--- config.mk ---
export PLATFORM = sky130hd
export DESIGN_NAME = sram_request_sequencer_flat
export DESIGN_NICKNAME = d
export VERILOG_FILES = /design/src/rtl/sram_request_sequencer_if.sv /design/src/rtl/sram_request_sequencer.sv /design/src/flat_wrapper.sv
export SDC_FILE = /design/constraint.sdc
export NUM_CORES = 1
export LEC_CHECK = 0
export BUFFER_PORTS_ARGS = -buffer_cell sky130_fd_sc_hd__clkbuf_2
export CORE_MARGIN = 4
export CORE_UTILIZATION = 56
export CTS_CLUSTER_SIZE = 8
export DETAILED_ROUTE_END_ITERATION = 16
export PLACE_DENSITY = 0.88
export RECOVER_POWER = 100
export SYNTH_ARGS = -nofsm -noshare
export SYNTH_HDL_FRONTEND = slang
export SYNTH_SLANG_ARGS = --single-unit
export TNS_END_PERCENT = 100
--- constraint.sdc ---
create_clock -name Clock -period 2.05 [get_ports Clock]
set_input_delay 0.205 -clock Clock [delete_from_list [all_inputs] [get_ports Clock]]
set_output_delay 0.205 -clock Clock [all_outputs]
set_load 0.01 [all_outputs]
--- src/rtl/sram_request_sequencer_if.sv ---
// Request, controller and response signals of the SRAM request sequencer.
// The slave modport is the sequencer's view; the master modport is the view
// of whatever drives requests and models the controller.
interface sram_request_sequencer_if #(
  parameter int DATA_WIDTH  = 16,
  parameter int ADDR_WIDTH  = 8,
  parameter int LEVEL_WIDTH = 3
);
  logic                   iReqValid;
  logic                   oReqReady;
  logic                   iReqWrite;
  logic [ADDR_WIDTH-1:0]  iReqAddr;
  logic [DATA_WIDTH-1:0]  iReqData;
  logic                   oTrigger;
  logic                   oReadSel;
  logic [ADDR_WIDTH-1:0]  oAddress;
  logic [DATA_WIDTH-1:0]  oDataOut;
  logic [DATA_WIDTH-1:0]  iReadData;
  logic                   oRspValid;
  logic [DATA_WIDTH-1:0]  oRspData;
  logic                   oBusy;
  logic [LEVEL_WIDTH-1:0] oLevel;

  modport slave (
    input  iReqValid, iReqWrite, iReqAddr, iReqData, iReadData,
    output oReqReady, oTrigger, oReadSel, oAddress, oDataOut,
           oRspValid, oRspData, oBusy, oLevel
  );

  modport master (
    output iReqValid, iReqWrite, iReqAddr, iReqData, iReadData,
    input  oReqReady, oTrigger, oReadSel, oAddress, oDataOut,
           oRspValid, oRspData, oBusy, oLevel
  );
endinterface

--- src/rtl/sram_request_sequencer.sv ---
// SRAM request sequencer: buffers read/write requests in a small FIFO and
// issues them one at a time to the SRAM controller, timing each access with
// a down-counter and returning read data on a one-cycle response strobe.
//
//   state    | meaning
//   ---------+-----------------------------------------------------------
//   ST_IDLE  | no access in flight; pops the FIFO head when non-empty
//   ST_ISSUE | trigger pulse to the controller; loads the wait counter
//   ST_WAIT  | counting out the access time; read data captured at the end
module sram_request_sequencer #(
  parameter int DATA_WIDTH   = 16,
  parameter int ADDR_WIDTH   = 8,
  parameter int FIFO_DEPTH   = 4,
  parameter int WRITE_CYCLES = 4,
  parameter int READ_CYCLES  = 3
) (
  input logic                     Clock,
  input logic                     Reset,
  sram_request_sequencer_if.slave bus
);

  localparam int PTR_WIDTH   = $clog2(FIFO_DEPTH);
  localparam int LEVEL_WIDTH = $clog2(FIFO_DEPTH) + 1;
  localparam int MAX_CYCLES  = (WRITE_CYCLES > READ_CYCLES) ? WRITE_CYCLES : READ_CYCLES;
  localparam int CNT_WIDTH   = $clog2(MAX_CYCLES) + 1;
  localparam int ENTRY_WIDTH = 1 + ADDR_WIDTH + DATA_WIDTH;

  localparam logic [1:0] ST_IDLE  = 2'd0;
  localparam logic [1:0] ST_ISSUE = 2'd1;
  localparam logic [1:0] ST_WAIT  = 2'd2;

  localparam logic [LEVEL_WIDTH-1:0] FULL_LEVEL = LEVEL_WIDTH'(FIFO_DEPTH);
  localparam logic [CNT_WIDTH-1:0]   CNT_WRITE  = CNT_WIDTH'(WRITE_CYCLES);
  localparam logic [CNT_WIDTH-1:0]   CNT_READ   = CNT_WIDTH'(READ_CYCLES);
  localparam logic [CNT_WIDTH-1:0]   CNT_LAST   = CNT_WIDTH'(1);

  logic [ENTRY_WIDTH-1:0] r_mem [FIFO_DEPTH];
  logic [PTR_WIDTH-1:0]   r_wr_ptr;
  logic [PTR_WIDTH-1:0]   r_rd_ptr;
  logic [LEVEL_WIDTH-1:0] r_count;
  logic [LEVEL_WIDTH-1:0] r_level;
  logic                   r_ready;

  logic [1:0]             r_state;
  logic [CNT_WIDTH-1:0]   r_cnt;
  logic                   r_trigger;
  logic                   r_read_sel;
  logic [ADDR_WIDTH-1:0]  r_address;
  logic [DATA_WIDTH-1:0]  r_data_out;
  logic                   r_rsp_valid;
  logic [DATA_WIDTH-1:0]  r_rsp_data;

  logic                   w_push;
  logic                   w_pop;
  logic [LEVEL_WIDTH-1:0] w_count_next;
  logic [ENTRY_WIDTH-1:0] w_head;
  logic                   w_head_write;
  logic [ADDR_WIDTH-1:0]  w_head_addr;
  logic [DATA_WIDTH-1:0]  w_head_data;

  // Ready is registered, so a push can only ever land on a free slot.
  assign w_push = bus.iReqValid & r_ready;
  assign w_pop  = (r_state == ST_IDLE) && (r_count != '0);

  assign w_head = r_mem[r_rd_ptr];
  assign {w_head_write, w_head_addr, w_head_data} = w_head;

  // Occupancy after this edge; simultaneous push and pop leave it unchanged.
  always_comb begin
    w_count_next = r_count;
    if (w_push && !w_pop)
      w_count_next = r_count + LEVEL_WIDTH'(1);
    else if (!w_push && w_pop)
      w_count_next = r_count - LEVEL_WIDTH'(1);
  end

  // FIFO storage; contents need no reset since the count gates every read.
  always_ff @(posedge Clock) begin
    if (w_push)
      r_mem[r_wr_ptr] <= {bus.iReqWrite, bus.iReqAddr, bus.iReqData};
  end

  // FIFO pointers, count and the registered ready/level views of the count.
  always_ff @(posedge Clock or posedge Reset) begin
    if (Reset) begin
      r_wr_ptr <= '0;
      r_rd_ptr <= '0;
      r_count  <= '0;
      r_level  <= '0;
      r_ready  <= 1'b1;
    end else begin
      if (w_push)
        r_wr_ptr <= r_wr_ptr + PTR_WIDTH'(1);
      if (w_pop)
        r_rd_ptr <= r_rd_ptr + PTR_WIDTH'(1);
      r_count <= w_count_next;
      r_level <= w_count_next;
      r_ready <= (w_count_next != FULL_LEVEL);
    end
  end

  // Access sequencing: pop, trigger, count out the access, return read data.
  always_ff @(posedge Clock or posedge Reset) begin
    if (Reset) begin
      r_state     <= ST_IDLE;
      r_cnt       <= '0;
      r_trigger   <= 1'b0;
      r_read_sel  <= 1'b0;
      r_address   <= '0;
      r_data_out  <= '0;
      r_rsp_valid <= 1'b0;
      r_rsp_data  <= '0;
    end else begin
      r_rsp_valid <= 1'b0;
      r_trigger   <= 1'b0;
      case (r_state)
        ST_IDLE: begin
          if (w_pop) begin
            r_address  <= w_head_addr;
            r_data_out <= w_head_data;
            r_read_sel <= ~w_head_write;
            r_trigger  <= 1'b1;
            r_state    <= ST_ISSUE;
          end
        end
        ST_ISSUE: begin
          r_cnt   <= r_read_sel ? CNT_READ : CNT_WRITE;
          r_state <= ST_WAIT;
        end
        ST_WAIT: begin
          r_cnt <= r_cnt - CNT_WIDTH'(1);
          if (r_cnt == CNT_LAST) begin
            r_state <= ST_IDLE;
            if (r_read_sel) begin
              r_rsp_data  <= bus.iReadData;
              r_rsp_valid <= 1'b1;
            end
          end
        end
        default: r_state <= ST_IDLE;
      endcase
    end
  end

  assign bus.oReqReady = r_ready;
  assign bus.oLevel    = r_level;
  assign bus.oTrigger  = r_trigger;
  assign bus.oReadSel  = r_read_sel;
  assign bus.oAddress  = r_address;
  assign bus.oDataOut  = r_data_out;
  assign bus.oRspValid = r_rsp_valid;
  assign bus.oRspData  = r_rsp_data;
  assign bus.oBusy     = (r_state != ST_IDLE) || (r_count != '0);

endmodule

--- src/flat_wrapper.sv ---
// flat-port wrapper written by rule: the top's interface ports become plain ports
module sram_request_sequencer_flat 
#(
  parameter int DATA_WIDTH   = 16,
  parameter int ADDR_WIDTH   = 8,
  parameter int FIFO_DEPTH   = 4,
  parameter int WRITE_CYCLES = 4,
  parameter int READ_CYCLES  = 3
)
  (Clock, Reset, bus_iReqValid, bus_iReqWrite, bus_iReqAddr, bus_iReqData, bus_iReadData, bus_oReqReady, bus_oTrigger, bus_oReadSel, bus_oAddress, bus_oDataOut, bus_oRspValid, bus_oRspData, bus_oBusy, bus_oLevel);
  sram_request_sequencer_if #(.DATA_WIDTH(DATA_WIDTH), .ADDR_WIDTH(ADDR_WIDTH), .LEVEL_WIDTH(3)) bus_i ();
  input logic Clock;
  input logic Reset;
  input wire logic [$bits(bus_i.iReqValid)-1:0] bus_iReqValid;
  input wire logic [$bits(bus_i.iReqWrite)-1:0] bus_iReqWrite;
  input wire logic [$bits(bus_i.iReqAddr)-1:0] bus_iReqAddr;
  input wire logic [$bits(bus_i.iReqData)-1:0] bus_iReqData;
  input wire logic [$bits(bus_i.iReadData)-1:0] bus_iReadData;
  output wire logic [$bits(bus_i.oReqReady)-1:0] bus_oReqReady;
  output wire logic [$bits(bus_i.oTrigger)-1:0] bus_oTrigger;
  output wire logic [$bits(bus_i.oReadSel)-1:0] bus_oReadSel;
  output wire logic [$bits(bus_i.oAddress)-1:0] bus_oAddress;
  output wire logic [$bits(bus_i.oDataOut)-1:0] bus_oDataOut;
  output wire logic [$bits(bus_i.oRspValid)-1:0] bus_oRspValid;
  output wire logic [$bits(bus_i.oRspData)-1:0] bus_oRspData;
  output wire logic [$bits(bus_i.oBusy)-1:0] bus_oBusy;
  output wire logic [$bits(bus_i.oLevel)-1:0] bus_oLevel;
  assign bus_i.iReqValid = bus_iReqValid;
  assign bus_i.iReqWrite = bus_iReqWrite;
  assign bus_i.iReqAddr = bus_iReqAddr;
  assign bus_i.iReqData = bus_iReqData;
  assign bus_i.iReadData = bus_iReadData;
  assign bus_oReqReady = bus_i.oReqReady;
  assign bus_oTrigger = bus_i.oTrigger;
  assign bus_oReadSel = bus_i.oReadSel;
  assign bus_oAddress = bus_i.oAddress;
  assign bus_oDataOut = bus_i.oDataOut;
  assign bus_oRspValid = bus_i.oRspValid;
  assign bus_oRspData = bus_i.oRspData;
  assign bus_oBusy = bus_i.oBusy;
  assign bus_oLevel = bus_i.oLevel;
  sram_request_sequencer #(.DATA_WIDTH(DATA_WIDTH), .ADDR_WIDTH(ADDR_WIDTH), .FIFO_DEPTH(FIFO_DEPTH), .WRITE_CYCLES(WRITE_CYCLES), .READ_CYCLES(READ_CYCLES)) u_core (.Clock(Clock), .Reset(Reset), .bus(bus_i));
endmodule
==> metrics.md <==
| Metric | Value |
|---|---|
| Largest net degree at the start of global routing | `31` |
| Power Total | `about 0.012 W` |
| Ys flop type | `edfxtp_1` |
| PwrDens | `1510 mW/mm^2` |
| Mapped cell area | `0.00604 mm^2` |
| Die Area | `0.0125 mm^2` |
| Initial Util | `58.0%` |
| Synth top area share | `49.7%` |
| Layout Area Growth over Synthesis | `26.7%` |
| Sum of negative setup slack | `0 ns` |
| Most frequent cell after synthesis | `edfxtp_1` |
| Synth Area per Inst | `between 15 and 20 um^2` |
| Top delay family on crit path | `flip-flops` |
| Async set or reset register ratio after synthesis | `35.9%` |
| Multi-input gate area | `0.00151 mm^2` |
| Placed inst area | `0.00675 mm^2` |
| Final GP Congestion | `0.797` |
| Die Y | `112 um` |
| Initial detailed-routing violation count | `276` |
| Drt drc | `0` |
| CP Max Fanout | `4` |
| Final nets | `565` |
| ANT nets after route | `0` |
| Type of origin of the critical path | `flop` |
| N_diodes | `0` |
| Via count | `3,428` |
| Layout cells sized above 1 | `20.3%` |
| Synth warn | `0` |
| Post-CTS resize count | `0` |
| I/O pin cnt | `92` |
| Final worst path period share | `93.0%` |
| DR WL/cell | `18.5 um` |
| Post-synth top area cell | `edfxtp_1` |
| # rows | `37` |
| Critical path class | `reg -> out` |
| Mean number of vias per cell | `5.22` |
| CTS tree | `yes` |
| Worst setup EP type | `primary output` |
| Filler Cells Inserted | `656` |
| Worst-Margin Slew | `1.14 ns` |
| Status | `finished clean` |
| Post-synth top cells | `100 x edfxtp_1, 81 x nand2_1, 55 x dfrtp_1` |
| Drt first pass iters | `4` |
| Overall fraction of global-route tracks in use | `21.1%` |
| Root Buffer | `clkbuf_8` |
| HP Class | `in -> reg` |
| Worst-Skew Late Latency | `0.53 ns` |
| CP cell instances | `inv_1, ha_1, nor2b_1, nand2_1, clkbuf_2` |
| Leak Pwr | `3.04 nW` |
| Detailed Place HPWL | `7520 um` |
| VDD IR-drop max | `about 900 uV` |
| Port-buffer cells | `91` |
| Number of H-tree levels | `4` |
| Total Wirelength | `12,100 um` |
| Initial antenna violation count | `0` |
| Final worst path period need | `roughly 1.9 ns` |
| Clock slew at reported path FFs | `0.06 ns` |
| CTS Buffer Depth | `2` |
| CP arrival | `1.70 ns` |
| Worst rel slew slack | `24.0%` |
| Fmax | `0.524 GHz` |
| Area of the core | `about 0.010 mm^2` |
| Final instance area | `0.00766 mm^2` |
| Final worst setup slack | `0.143 ns` |
| Synth Register Bits | `156` |
| Slowest CP cell | `dfrtp_1` |
| Required @ worst endpoint | `1.85 ns` |
| Total CTS buffers | `17` |
| Number of global-route vias before repair | `3,883` |
| Number of synthesized flops with an enable pin | `100` |
| RSZ-0062 raised after global routing | `no` |
| Cell variety after synth | `34` |
| Register area share after synthesis | `between 70% and 80%` |
| Max Cap Violations | `0` |
| Pre-CTS worst setup slack | `0.260 ns` |
| # clock sinks | `approximately 160` |
| Final setup fails | `0` |
| Hold Violations, Final | `0` |
| Residual overflow from global routing | `0` |
| Final Core Density | `73.5%` |
| Buffers & Inverters on Critical Path | `2` |
| Area contributors post-synth | `edfxtp_1 50%, dfrtp_1 23%, mux4_2 9.3%` |
| Worst-case clock skew | `approximately 0.0090 ns` |
| Syn nets | `between 400 and 500` |
| Max-slew violation count | `0` |
| Die width | `112 um` |
| Syn Inst Count | `~360` |
| Crit-path max cell delay | `between 0.4 and 0.5 ns` |
| Global-route wire length before repair | `20,100 um` |
| Sequential cell area | `0.00441 mm^2` |
## final timing paths
check | startpoint | slack (ns) | to | depth (start not counted)
worst min register to register | u_core.bus.oDataOut[4] | 0.48 | u_core.bus.oDataOut[4] | 2
max in group asynchronous | Reset | 0.77 | u_core.r_rd_ptr[0] | 3
worst max register to register | u_core.bus.oReqReady | 0.16 | u_core.r_mem[1][10] | 2
worst min-delay path | bus_iReqValid | 0.18 | u_core.r_wr_ptr[0] | 3
min in group asynchronous | Reset | 0.51 | u_core.r_cnt[1] | 3
worst max-delay path | u_core.r_count[1] | 0.14 | bus_oBusy | 5
## state kept, by name, summed over array words and instances, names as in the netlist
register and flops:
u_core.bus.oAddress 8, u_core.bus.oTrigger 1, u_core.bus.oReadSel 1, u_core.r_mem 100, u_core.bus.oRspValid 1, u_core.bus.oDataOut 16, u_core.bus.oRspData 16, u_core.r_wr_ptr 2
u_core.r_count 3, u_core.bus.oReqReady 1, u_core.r_cnt 3, u_core.r_state 2, u_core.r_rd_ptr 2
## what timing repair did
item,CTS,global route
hold buffers,42,0
endpoints found under the hold margin,141,0
buffers inserted,0,0
## where the power goes
group          leakage, nW  internal, W  switching (W)
clock network        0.294      0.00188        0.00128
registers             1.59      0.00434       0.000439
logic                 1.15      0.00158        0.00208
## layout by cell type (no fill, tap or decap), types with 2 or more instances in the layout
master / n
dlygate4sd3_1: 42
clkbuf_1: 72
nand2b_1: 2
a21oi_1: 3
dfrtp_1: 54
mux2_1: 10
buf_12: 4
mux4_2: 25
clkbuf_16: 16
o21ai_0: 6
edfxtp_1: 100
inv_1: 13
and3_1: 2
xnor2_1: 3
nand3_1: 3
and3_2: 2
inv_6: 6
ha_1: 13
nand2_1: 81
bufinv_16: 3
nor2b_1: 2
clkbuf_2: 22
mux2_2: 10
clkinv_2: 2
buf_4: 5
## worst reg2reg max path, delay by kind of cell, from the launching register on
kind	cells	cell delay, ns
AND/OR/NAND/NOR	1	0.70
flip-flops	1	0.65
buffers and inverters	1	0.25
## per-stage QoR
stage                     hold WS, ns  std cells
after floorplan                 0.304        356
after global placement          0.295        583
after detailed placement        0.312        583
after CTS                       0.146        657
after global routing            0.208        657
final                           0.181        657
## routing by layer
| metal | share of wire, % | vias to the layer above | global-route usage (%) |
|---|---|---|---|
| met5 | 0 | - | 0 |
| met4 | 1.1 | 0 | 7.62 |
| met3 | 5.6 | 10 | 5.87 |
| met2 | 53 | 119 | 36.1 |
| met1 | 41 | 1696 | 25.7 |
| li1 | - | 1603 | - |
## kinds of logic after synthesis
family,after synthesis,synth area share (%)
XOR/XNOR,4,0.828
AO/OA/AOI/OAI,12,1.16
AND/OR/NAND/NOR,99,7.39
multiplexers,46,13.2
adder cells (fa/ha/maj),13,2.69
buffers and inverters,26,1.84
flip-flops,156,72.9
## cell type report
cell class                 instances  area share (%)
clock buffer                      17            5.41
clock inverter                    15            2.40
inverter                          14           0.686
multi-input combinational        174            19.8
sequential                       156            57.5
tap                              136            2.22
timing repair buffer             145            12.0
Power figures use the tool's default switching activity.
